### src/rtl/fetch_pkg.sv
// Shared types and constants for the instruction fetch queue.
package fetch_pkg;

    localparam logic [31:0] RESET_PC_DEFAULT = 32'h0000_3000;
    localparam logic [31:0] PC_INCR          = 32'd4;

    typedef struct packed {
        logic [31:0] pc;
        logic [31:0] instr;
    } fetch_entry_t;

endpackage

### src/rtl/fetch_fifo.sv
// Ring buffer of fetch entries with synchronous flush; caller guarantees no push when full
// without a pop, and no pop when empty.
module fetch_fifo
    import fetch_pkg::*;
#(
    parameter int unsigned DEPTH = 4,
    localparam int unsigned PW = $clog2(DEPTH),
    localparam int unsigned CW = PW + 1
) (
    input  logic         clk,
    input  logic         reset,
    input  logic         push,
    input  logic         pop,
    input  logic         flush,
    input  fetch_entry_t din,
    output fetch_entry_t dout,
    output logic [CW-1:0] count
);

    fetch_entry_t    mem_q [DEPTH];
    logic [PW-1:0]   head_q, tail_q;
    logic [CW-1:0]   count_q;

    // DEPTH is a power of two, so pointer overflow is the modulo wrap.
    always_ff @(posedge clk) begin
        if (reset || flush) begin
            head_q  <= '0;
            tail_q  <= '0;
            count_q <= '0;
        end else begin
            if (push) tail_q <= tail_q + PW'(1);
            if (pop)  head_q <= head_q + PW'(1);
            count_q <= count_q + CW'(push) - CW'(pop);
        end
    end

    // Storage needs no reset: entries are only read while counted valid.
    always_ff @(posedge clk) begin
        if (push && !flush && !reset) begin
            mem_q[tail_q] <= din;
        end
    end

    assign dout  = mem_q[head_q];
    assign count = count_q;

endmodule

### src/rtl/fetch_queue.sv
// Instruction prefetch queue driving the PC register; define FETCH_QUEUE_BYPASS_EN to let an
// empty queue forward the current fetch straight to decode.
module fetch_queue
    import fetch_pkg::*;
#(
    parameter int unsigned DEPTH    = 4,
    parameter logic [31:0] RESET_PC = RESET_PC_DEFAULT,
    localparam int unsigned CW = $clog2(DEPTH) + 1
) (
    input  logic          clk,
    input  logic          reset,
    input  logic [31:0]   pc_in,
    input  logic [31:0]   im_instr,
    output logic [31:0]   pc_next,
    output logic          pc_en,
    input  logic          redirect,
    input  logic [31:0]   redirect_target,
    input  logic          deq_ready,
    output logic          out_valid,
    output logic [31:0]   out_pc,
    output logic [31:0]   out_instr,
    output logic [CW-1:0] count
);

    fetch_entry_t    fifo_din, fifo_dout;
    logic [CW-1:0]   fifo_count;
    logic            fifo_empty, fifo_full;
    logic            fifo_push, fifo_pop, fifo_flush;
    logic            bypass, bypass_take, push_ok;

    always_comb begin
        fifo_empty = (fifo_count == '0);
        fifo_full  = (fifo_count == CW'(DEPTH));
`ifdef FETCH_QUEUE_BYPASS_EN
        bypass = fifo_empty && !redirect && !reset;
`else
        bypass = 1'b0;
`endif
        out_valid   = !reset && (!fifo_empty || bypass);
        fifo_pop    = !reset && !fifo_empty && deq_ready;
        push_ok     = !reset && !redirect && (!fifo_full || fifo_pop);
        // A bypassed fetch taken by decode this cycle never occupies a slot.
        bypass_take = bypass && deq_ready;
        fifo_push   = push_ok && !bypass_take;
        fifo_flush  = redirect && !reset;
        fifo_din    = '{pc: pc_in, instr: im_instr};

        pc_en   = !reset && (redirect || push_ok);
        pc_next = pc_in;
        if (!reset) begin
            if (redirect)     pc_next = redirect_target;
            else if (push_ok) pc_next = pc_in + PC_INCR;
        end

        out_pc    = fifo_dout.pc;
        out_instr = fifo_dout.instr;
        if (bypass) begin
            out_pc    = pc_in;
            out_instr = im_instr;
        end
        count = reset ? '0 : fifo_count;
    end

    fetch_fifo #(
        .DEPTH (DEPTH)
    ) u_fifo (
        .clk   (clk),
        .reset (reset),
        .push  (fifo_push),
        .pop   (fifo_pop),
        .flush (fifo_flush),
        .din   (fifo_din),
        .dout  (fifo_dout),
        .count (fifo_count)
    );

    // The PC register must present its reset value in the first cycle out of reset.
    a_reset_pc: assert property (@(posedge clk) $fell(reset) |-> pc_in == RESET_PC);

endmodule

### config.mk
export PLATFORM = sky130hd
export DESIGN_NAME = fetch_queue
export DESIGN_NICKNAME = d
export VERILOG_FILES = /design/src/rtl/fetch_pkg.sv /design/src/rtl/fetch_fifo.sv /design/src/rtl/fetch_queue.sv
export SDC_FILE = /design/constraint.sdc
export NUM_CORES = 1
export LEC_CHECK = 0
export CORE_MARGIN = 4
export CORE_UTILIZATION = 25
export CTS_BUF_LIST = sky130_fd_sc_hd__clkbuf_2
export CTS_CLUSTER_SIZE = 10
export DETAILED_ROUTE_END_ITERATION = 8
export HOLD_SLACK_MARGIN = 0.08
export PLACE_DENSITY = 0.47
export SYNTH_ARGS = -nofsm -noshare
export SYNTH_HDL_FRONTEND = slang
export SYNTH_SLANG_ARGS = --single-unit
### constraint.sdc
create_clock -name clk -period 7.4 [get_ports clk]
set_input_delay 1.48 -clock clk [delete_from_list [all_inputs] [get_ports clk]]
set_output_delay 1.48 -clock clk [all_outputs]
set_load 0.02 [all_outputs]
# After elaboration in Yosys (flattened, before gate mapping)
# Memory sizes are Yosys's and may differ from the RTL's. A register that Yosys moved wholly into a read port is not among the register bits.
# Index checks and enable logic that the tools add are counted.
totals:
  in_bits: 100
  mem_count: 1
  out_inout_bits: 101
  ff_bits: 7
  elab_cells: 35
  ram_bits: 256
mem_list:
  columns: ["memory", "depth", "word_bits", "read_ports", "rd_clocked_by_memory_dff", "write_ports", "line_no", "rtl"]
  rows:
  - ["u_fifo.mem_q", 4, 64, 1, 1, 1, "fetch_fifo.sv:20", "fetch_entry_t mem_q [DEPTH];"]
classes:
  reduce_logical: 17
  eq_ne: 1
  mux: 8
  add_sub_neg: 5
ops:
  columns: ["operator", "count"]
  rows:
  - ["32-bit 2-to-1 mux", 3]
  - ["32-bit by 3-bit adder with 32-bit output (second input constant)", 1]
  - ["1-bit logical AND", 8]
  - ["1-bit logical NOT", 5]
  - ["2-bit by 1-bit adder with 2-bit output (second input constant)", 2]
  - ["2-bit 2-to-1 mux", 2]
  - ["3-bit by 1-bit adder with 3-bit output", 1]
  - ["3-bit equality test (second input constant)", 1]
  - ["3-bit logical NOT", 1]
  - ["1-bit logical OR", 3]
  - ["3-bit 2-to-1 mux", 1]
  - ["3-bit by 1-bit subtractor with 3-bit output", 1]
  - ["1-bit 2-to-1 mux", 2]

# Depth between registers and ports, before layout
# Gate-level depths: netlist of the first run.
depth:
  depth_word: 10
  ltp_mapped: 8
  ltp_nobuf: 7

# Modules after synthesis
# A second synthesis of the first run with hierarchy kept.
hier_totals:
  cells_unflattened: 593
  area_unflattened_um2: 11004.3
by_module_without_submodules:
  columns: ["module", "area_each_um2", "n_inst", "seq_area_each_um2", "cells_per_inst"]
  rows:
  - ["fetch_fifo", 9751.9, 1, 7867.5, 377]
  - ["fetch_queue", 1252.5, 1, 0.0, 216]

# Worst setup path after synthesis of the first run
# OpenSTA, ideal clock, no wires.
synth_path:
  path_type: "input-to-output"
  start: "input port pc_in[5]"
  end: "output port pc_next[30]"
  cell_stages: 6
  arrival_time_ns: 3.079
  path_buffers: 1
  slack_ns: 2.841
  required_ns: 5.920
  path_cell_list: "buf_2 -> nand4_1 -> nor4_4 -> and2_1 -> nand4_1 -> a221oi_1"
synth_between:
  elab_chain_cells: 4
synth_lines:
  columns: ["element", "line_no", "rtl"]
  rows:
  - ["start, declared", "fetch_queue.sv:12", "input logic [31:0] pc_in,"]
  - ["32-bit by 3-bit adder with 32-bit output", "fetch_queue.sv:52", "else if (push_ok) pc_next = pc_in + PC_INCR;"]
  - ["32-bit 2-to-1 mux", "fetch_queue.sv:52", null]
  - ["32-bit 2-to-1 mux", "fetch_queue.sv:51", "if (redirect) pc_next = redirect_target;"]
  - ["32-bit 2-to-1 mux", "fetch_queue.sv:50", "if (!reset) begin"]
  - ["end, declared", "fetch_queue.sv:14", "output logic [31:0] pc_next,"]
# Every way passes these cells.

# Final worst setup path of the first run
layout_path:
  start: "input port pc_in[2]"
  end: "output port pc_next[26]"
# The elaborated chain is that of the path after synthesis.

==> results of run 1 <==
stage by stage:
step | instances | power (uW) | cell area [sq um] | setup WS [ns]
global route | 1476 | 3148 | 14200 | 0.9380
detailed placement | 1359 | 2035 | 13600 | 1.250
CTS | 1475 | 3040 | 14200 | 1.238
floorplan | 597 | 1848 | 10920 | 2.841
global placement | 1359 | 2035 | 13600 | 1.276
finish | 1476 | 2967 | 14200 | 1.224
worst max-delay path, delay by kind of cell:
family	cells	cell delay (ns)
AOI/OAI and AO/OA	2	1.04
adders and majority gates	1	0.24
buffers and inverters	2	1.25
and+or+nand+nor	3	0.67
final timing paths:
kind | endpoint | from | cells after the start | slack [ns]
max | pc_next[26] | pc_in[2] | 8 | 1.22
min | u_fifo.head_q[1] | u_fifo.head_q[1] | 2 | 0.51
max reg2reg | u_fifo.mem_q[0][6] | u_fifo.count[0] | 4 | 4.73
min reg2reg | u_fifo.head_q[1] | u_fifo.head_q[1] | 2 | 0.51
placed cells by master (no fill, tap or decap), types with 5 or more instances in the layout:
cell type        instances
clkbuf_2               100
nor2_1                  34
nand4_1                  9
inv_1                   11
o21ai_0                 13
edfxtp_1               256
o311ai_1                 7
a22oi_1                 14
buf_4                   11
nand2_1                 24
a21oi_1                 12
nand3b_1                 5
nor3_1                   5
dfxtp_1                  7
and2_1                   6
ha_1                     6
nand3_1                 15
clkdlybuf4s50_1        199
mux4_2                  64
a31oi_1                  5
clkinv_1                 9
power by group through the flow:
| stage | logic, uW | clock network [uW] | registers [uW] |
|---|---|---|---|
| 3_5_place_dp | 316 | 0 | 1720 |
| 4_1_cts | 318 | 1040 | 1680 |
| 3_3_place_gp | 317 | 0 | 1720 |
| 2_1_floorplan | 131 | 0 | 1720 |
| 5_1_grt | 335 | 1130 | 1690 |
| 6_report | 312 | 972 | 1680 |
per-layer routing:
| layer | wire (um) | global-route usage [%] | vias to the layer above |
|---|---|---|---|
| li1 | - | - | 2994 |
| met1 | 13280 | 16.86 | 3324 |
| met2 | 13850 | 19.21 | 245 |
| met3 | 2512 | 5.096 | 54 |
| met4 | 650 | 4.876 | 6 |
| met5 | 36 | 0 | - |
layout make-up:
cell class,instances,area (sq um)
inverters,11,41.29
repair buffers,211,2079
diodes,1,2.502
flip-flops and latches,265,7875
fillers,4252,28870
clock inverters,16,96.34
clock buffers,100,500.5
well taps,585,732.0
multi-input cells,287,2875
state kept, by name (all words and copies together), names as in the netlist, named ones only:
register       flops
u_fifo.tail_q      2
u_fifo.mem_q     256
u_fifo.count       3
u_fifo.head_q      2
cells by family after synthesis:
| family | count (synthesis) | share of synthesized area [%] |
|---|---|---|
| AO/OA/AOI/OAI | 76 | 4.928 |
| XOR/XNOR | 6 | 0.4814 |
| adder cells (fa/ha/maj) | 7 | 0.8710 |
| buffers and inverters | 45 | 1.708 |
| flip-flops | 265 | 72.07 |
| multiplexers | 68 | 13.57 |
| AND/OR/NAND/NOR | 130 | 6.373 |
==> metrics.yaml, run 1 <==
synth:
  syn-cell-area_sq_um: 10920
  ys_types: 54
  yosysTopAreaCell: "edfxtp_1"
  synth.most_common_cell: "edfxtp_1"
  synth_common_cells: "256 x edfxtp_1, 64 x mux4_2, 34 x nor2_1"
  syn_area_per_cell_sq_um: 18.29
  ys_seq_area_share_pct: 72.07
  ys_warn_count: 0
  synth_async_sr_flop_share_pct: 0
  synth_top_area_share_pct: 70.42
  synthTopCellsByArea: "edfxtp_1 70%, mux4_2 13%, dfxtp_1 1.7%, nor2_1 1.2%, a22oi_1 0.96%"
  synth_flop_cell: "edfxtp_1"
  syn_nets: 704
  synth-edff-count: 256
  ys_ff_latch: 265
  syn_inst: 597
floorplanning:
  start_util_pct: 25.34
  die_area_sq_um: 47070
  die_w_um: 217.0
  coreArea_sq_um: 43080
  die_h_um: 217.0
  num_rows: 76
  io_pins: 201
power:
  power.leakage_uw: 0.004531
  power_frac_comb_pct: 10.5
  swShare_pct: 25.36
  p_seq_share_pct: 56.7
  p_per_area_nw_per_um2: 208.9
  p_int_uw: 2215
  switching_power_uw: 752.4
  clockPowerShare_pct: 32.8
  irDropWorstVdd_v: 0.00007514
run:
  drv_cap: 0
timing:
  hold_ws_ns: 0.5126
  skew_ns: 0.08815
  post-route-period-util_pct: 83.47
  min_period_ns: 6.176
  fmax_mhz: 161.9
  worst_slew_pin_slew_ns: 1.052
  setup_viol: 0
  hold_viol_final: 0
  fin_setup_tns_ns: 0
  slew_viol_final: 0
  rsz0062_at_grt: "false"
  slew_headroom_pct: 29.89
cells_and_area:
  area_growth_syn_to_layout_pct: 30.10
  drive_above_1_share_pct: 22.25
  nNetsFinal: 955
  fin_util_pct: 32.97
clocking:
  path_clk_slew_ns: 0.09
  cts_tree: "yes"
  post_cts_buffers: 0
  clock-sinks: 265
  cts_buffer_depth: 3
  cts_resized: 0
  htreeDepth: 3
  clockRootBuffer: "clkbuf_2"
  insertion_delay_ns: 0.94
  postCtsHoldBufs: 0
  cts_buffers: 72
critical_path:
  critPathLaunchType: "input pin"
  end_kind: "output port"
  slowest_delay_ns: 0.64
  path_common_cell: "clkdlybuf4s50_1"
  critical_path_arrival_ns: 4.70
  cp_max_fo: 13
  crit_chain: "clkdlybuf4s50_1, ha_1, nand2_1, a31oi_2, nand4_1, o41a_1, nor3_1, clkdlybuf4s50_1"
  crit_type: "in -> out"
  crit_required_ns: 5.92
  crit_slowest_cell: "clkdlybuf4s50_1"
hold_path:
  hold_class: "reg -> reg"
global_route:
  grt_overflow: 0
  antenna_found_initial: 4
  grt_usage_pct: 12.83
  grt_pass1_wl_um: 44950
  grt_pass1_vias: 7040
  grt_max_degree: 46
drt:
  ant_nets: 0
  routed-via-count: 6623
  drcViolationCount: 0
  vias_per_cell: 4.487
  drt_wl_total_um: 30330
  dr.pass1.iters: 5
  drtIter0Drc: 450
  wire_per_inst_um: 20.55
run_status:
  status: "finished, final reports clean"
place:
  io_buffers: 200
  gp_congestion: 0.7940
  dp_hpwl_um: 19020
(Power assumes the default switching activity.)
==> run 2: changes to the inputs <==
--- a/config.mk
+++ b/config.mk
@@ -11,7 +11,7 @@
 export CTS_CLUSTER_SIZE = 10
 export DETAILED_ROUTE_END_ITERATION = 8
 export HOLD_SLACK_MARGIN = 0.08
-export PLACE_DENSITY = 0.47
+export PLACE_DENSITY = 0.49
 export SYNTH_ARGS = -nofsm -noshare
 export SYNTH_HDL_FRONTEND = slang
 export SYNTH_SLANG_ARGS = --single-unit
==> constraint.sdc (replaced) <==
create_clock -name clk -period 5.3 [get_ports clk]
set_input_delay 1.06 -clock clk [delete_from_list [all_inputs] [get_ports clk]]
set_output_delay 1.06 -clock clk [all_outputs]
set_load 0.02 [all_outputs]
==> metrics.yaml, run 2 (synthesis results as in run 1) <==
cells_and_area:
  nNetsFinal: 984
  area_growth_syn_to_layout_pct: 32.54
  final_cell_mix: "256 x edfxtp_1, 198 x clkdlybuf4s50_1, 108 x clkbuf_2"
  mostFrequentLayoutCell: "edfxtp_1"
  fillerInstances: 4209
  top_register: "u_fifo.mem_q"
  largest_reg_flops: 256
  seqCellArea_sq_um: 7875
  drive_above_1_share_pct: 25.52
  multiInputGateArea_sq_um: 2875
global_route:
  grt_pass1_vias: 7263
  grt_usage_pct: 12.76
  grt_pass1_wl_um: 45220
  antenna_found_initial: 1
  use_met3_pct: 4.510
  grt_max_degree: 65
  grt_use_met1_pct: 17.01
  grt.busiest_layer: "met2"
  grtUsageMet2_pct: 19.40
  grt_overflow: 0
timing:
  slew_viol_final: 0
  skew_ns: 0.06704
  hold_viol_final: 0
  worst_slew_pin_slew_ns: 1.119
  setup_viol: 0
  min_period_ns: 4.921
  fin_setup_tns_ns: 0
  post-route-period-util_pct: 92.86
  hold_ws_ns: 0.5148
  slew_headroom_pct: 25.40
  fmax_mhz: 203.2
  rsz0062_at_grt: "false"
critical_path:
  reg2reg_slack_ns: 2.93
  critPathLaunchType: "input pin"
  end_kind: "output port"
  path_common_cell: "clkdlybuf4s50_1"
  cp_max_fo: 7
  crit_required_ns: 4.24
  critical_path_arrival_ns: 3.86
  crit_slowest_cell: "clkdlybuf4s50_1"
  r2r_cells: 4
  crit_type: "in -> out"
  crit_chain: "clkdlybuf4s50_1, nand4_1, nor4_4, nand2_2, or4_1, o311ai_1, clkdlybuf4s50_1"
  slowest_delay_ns: 0.68
place:
  dp_hpwl_um: 19910
  io_buffers: 200
  gp_congestion: 0.8118
floorplanning:
  die_h_um: 217.0
  num_rows: 76
  io_pins: 201
  coreArea_sq_um: 43080
  die_area_sq_um: 47070
  start_util_pct: 25.34
  die_w_um: 217.0
clocking:
  cts_resized: 0
  path_clk_slew_ns: 0.10
  htreeDepth: 3
  cts_buffer_depth: 3
  cts_buffers: 71
  cts_tree: "yes"
  post_cts_buffers: 0
  insertion_delay_ns: 0.89
  clockRootBuffer: "clkbuf_2"
  postCtsHoldBufs: 0
  clock-sinks: 265
run_status:
  status: "finished, final reports clean"
hold_path:
  hold_class: "reg -> reg"
  min_path_cells: 2
drt:
  dr.pass1.iters: 5
  drcViolationCount: 0
  drtIter0Drc: 437
  ant_nets: 0
  drt_wl_total_um: 30010
  wire_per_inst_um: 19.91
  vias_per_cell: 4.449
  routed-via-count: 6705
power:
  p_per_area_nw_per_um2: 289.3
  irDropWorstVdd_v: 0.00009468
  power.leakage_uw: 0.004716
run:
  drv_cap: 0
run 2: final timing paths:
kind	startpoint	end
min reg2reg	u_fifo.head_q[1]	flip-flop
max reg2reg	u_fifo.count[0]	u_fifo.mem_q[0][22]
min	u_fifo.head_q[1]	flip-flop
max	pc_in[8]	pc_next[20]
run 2: per-stage QoR:
| step | worst slack, ns | instance area, sq um | total power (uW) | instances | util (%) |
|---|---|---|---|---|---|
| finish | 0.3785 | 14470 | 4186 | 1507 | 33.59 |
| global route | 0.2230 | 14470 | 4451 | 1507 | 33.59 |
| CTS | 0.3516 | 14470 | 4285 | 1506 | 33.58 |
| detailed placement | 0.3604 | 13860 | 2857 | 1389 | 32.18 |
| global placement | 0.3409 | 13860 | 2858 | 1389 | 32.18 |
| floorplan | 1.497 | 10920 | 2580 | 597 | - |
run 2: cell type report:
class	count	area share, %
sequential	265	54.43
inverter	11	0.2854
multi-input combinational	287	19.87
tap	585	5.059
timing repair buffer	241	16.17
clock inverter	9	0.4324
clock buffer	108	3.736
antenna	1	0.01730
run 2: worst max-delay path, delay by kind of cell:
family,cells,cell delay (ns)
buffers and inverters,2,1.29
and+or+nand+nor,4,1.40
AOI/OAI and AO/OA,1,0.10
run 2: power breakdown:
group          leakage (uW)  switching, uW  internal, uW
Sequential          0.00240           11.5          2340
Combinational       0.00183            238           217
Clock              0.000485            804           578
run 2: layer usage:
layer	share of wire, %	wire length (um)
met1	45	13580
met2	46	13870
met3	7.0	2112
met4	1.5	450
met5	0	0
==> run 3: changes to the inputs <==
--- a/config.mk
+++ b/config.mk
@@ -5,13 +5,15 @@
 export SDC_FILE = /design/constraint.sdc
 export NUM_CORES = 1
 export LEC_CHECK = 0
+export CELL_PAD_IN_SITES_DETAIL_PLACEMENT = 0
+export CELL_PAD_IN_SITES_GLOBAL_PLACEMENT = 2
 export CORE_MARGIN = 4
 export CORE_UTILIZATION = 25
 export CTS_BUF_LIST = sky130_fd_sc_hd__clkbuf_2
 export CTS_CLUSTER_SIZE = 10
 export DETAILED_ROUTE_END_ITERATION = 8
 export HOLD_SLACK_MARGIN = 0.08
-export PLACE_DENSITY = 0.49
+export PLACE_DENSITY = 0.59
 export SYNTH_ARGS = -nofsm -noshare
 export SYNTH_HDL_FRONTEND = slang
 export SYNTH_SLANG_ARGS = --single-unit
==> constraint.sdc (replaced) <==
create_clock -name clk -period 6.2 [get_ports clk]
set_input_delay 1.24 -clock clk [delete_from_list [all_inputs] [get_ports clk]]
set_output_delay 1.24 -clock clk [all_outputs]
set_load 0.02 [all_outputs]
==> metrics.yaml, run 3 (synthesis results as in run 1) <==
critical_path:
  crit_required_ns: 4.96
  crit_type: "in -> out"
  critical_path_arrival_ns: 4.28
  critPathTopFamily: "buffers and inverters"
  crit_chain: "clkdlybuf4s50_1, nand4_1, nor4_4, and2_1, nand4_1, a221oi_1, clkdlybuf4s50_1"
  critPathLaunchType: "input pin"
  slowest_delay_ns: 0.71
  path_buf_inv: 2
  crit_slowest_cell: "clkdlybuf4s50_1"
  end_kind: "output port"
  cp_max_fo: 11
cells_and_area:
  seqCellArea_sq_um: 7875
  fillerInstances: 4263
  nNetsFinal: 973
  multiInputGateArea_sq_um: 2873
  largest_reg_flops: 256
  area_growth_syn_to_layout_pct: 31.61
  drive_above_1_share_pct: 24.16
  stdcell_count: 1505
  fin_util_pct: 33.35
  mostFrequentLayoutCell: "edfxtp_1"
  top_register: "u_fifo.mem_q"
  final_cell_mix: "256 x edfxtp_1, 198 x clkdlybuf4s50_1, 109 x clkbuf_2"
power:
  irDropWorstVdd_v: 0.00007271
  totalPowerFinal_uw: 3591
  p_per_area_nw_per_um2: 249.9
  power.leakage_uw: 0.004652
drt:
  drt_wl_total_um: 32320
  ant_nets: 0
  routed-via-count: 6773
  dr.pass1.iters: 5
  wire_per_inst_um: 21.48
  drtIter0Drc: 457
  drcViolationCount: 0
  vias_per_cell: 4.500
global_route:
  grt_pass1_wl_um: 47540
  grt_pass1_vias: 7253
  grt_usage_pct: 13.60
  grt_max_degree: 48
  antenna_found_initial: 1
  grt_overflow: 0
timing:
  skew_ns: 0.06805
  setup_viol: 0
  min_period_ns: 5.519
  hold_viol_final: 0
  slew_viol_final: 0
  slew_headroom_pct: 45.24
  rsz0062_at_grt: "false"
  hold_ws_ns: 0.5135
  fin_setup_tns_ns: 0
  post-route-period-util_pct: 89.01
  worst_slew_pin_slew_ns: 0.8213
  fmax_mhz: 181.2
clocking:
  cts_buffers: 76
  cts_resized: 0
  path_clk_slew_ns: 0.08
  insertion_delay_ns: 0.90
  clockRootBuffer: "clkbuf_2"
  clock-sinks: 265
  cts_buffer_depth: 3
  htreeDepth: 3
  cts_tree: "yes"
  post_cts_buffers: 0
  postCtsHoldBufs: 0
place:
  dp_hpwl_um: 20940
  dp_cells: 1373
  gp_congestion: 0.7490
  io_buffers: 200
run_status:
  status: "finished, final reports clean"
hold_path:
  hold_class: "reg -> reg"
floorplanning:
  coreArea_sq_um: 43080
  io_pins: 201
  num_rows: 76
  start_util_pct: 25.34
  die_area_sq_um: 47070
  die_h_um: 217.0
  die_w_um: 217.0
run:
  drv_cap: 0
==> run 3: metal layers <==
layer	global-route usage (%)	wire length [um]
met5	0	0
met1	17.98	14440
met2	21.50	15220
met4	4.749	658
met3	3.965	2003
==> run 3: through the flow <==
step / instance area (sq um) / worst slack (ns)
floorplan: 10920 / 2.121
global placement: 13730 / 0.7102
detailed placement: 13730 / 0.6673
CTS: 14370 / 0.6650
global route: 14370 / 0.5684
finish: 14370 / 0.6811
==> run 3: worst paths after layout <==
kind / cells past startpoint / slack, ns / to / startpoint
min: 2 / 0.51 / flip-flop / u_fifo.head_q[1]
max reg2reg: 4 / 3.70 / u_fifo.mem_q[0][9] / u_fifo.count[0]
min reg2reg: 2 / 0.51 / flip-flop / u_fifo.head_q[1]
max: 7 / 0.68 / pc_next[30] / pc_in[6]
==> run 3: power by group <==
part / switching (uW) / leakage [uW] / internal [uW]
sequential: 10.2 / 0.00240 / 2000
combinational: 206 / 0.00175 / 179
clock: 727 / 0.000503 / 470
==> run 3: final cells by class <==
cell class	instances	area share, %
Timing Repair Buffer	225	15.36
Sequential cell	265	54.81
Clock buffer	109	3.797
Multi-Input combinational cell	287	19.99
Inverter	11	0.2874
Antenna cell	1	0.01742
Clock inverter	22	0.6357
Tap cell	585	5.094
==> run 3: worst register-to-register path, stage by stage (launching register included) <==
cell and delay [ns]:
dfxtp_1 0.43, nor2_1 0.12, a31oi_1 0.47, and2_4 0.80, buf_4 0.37
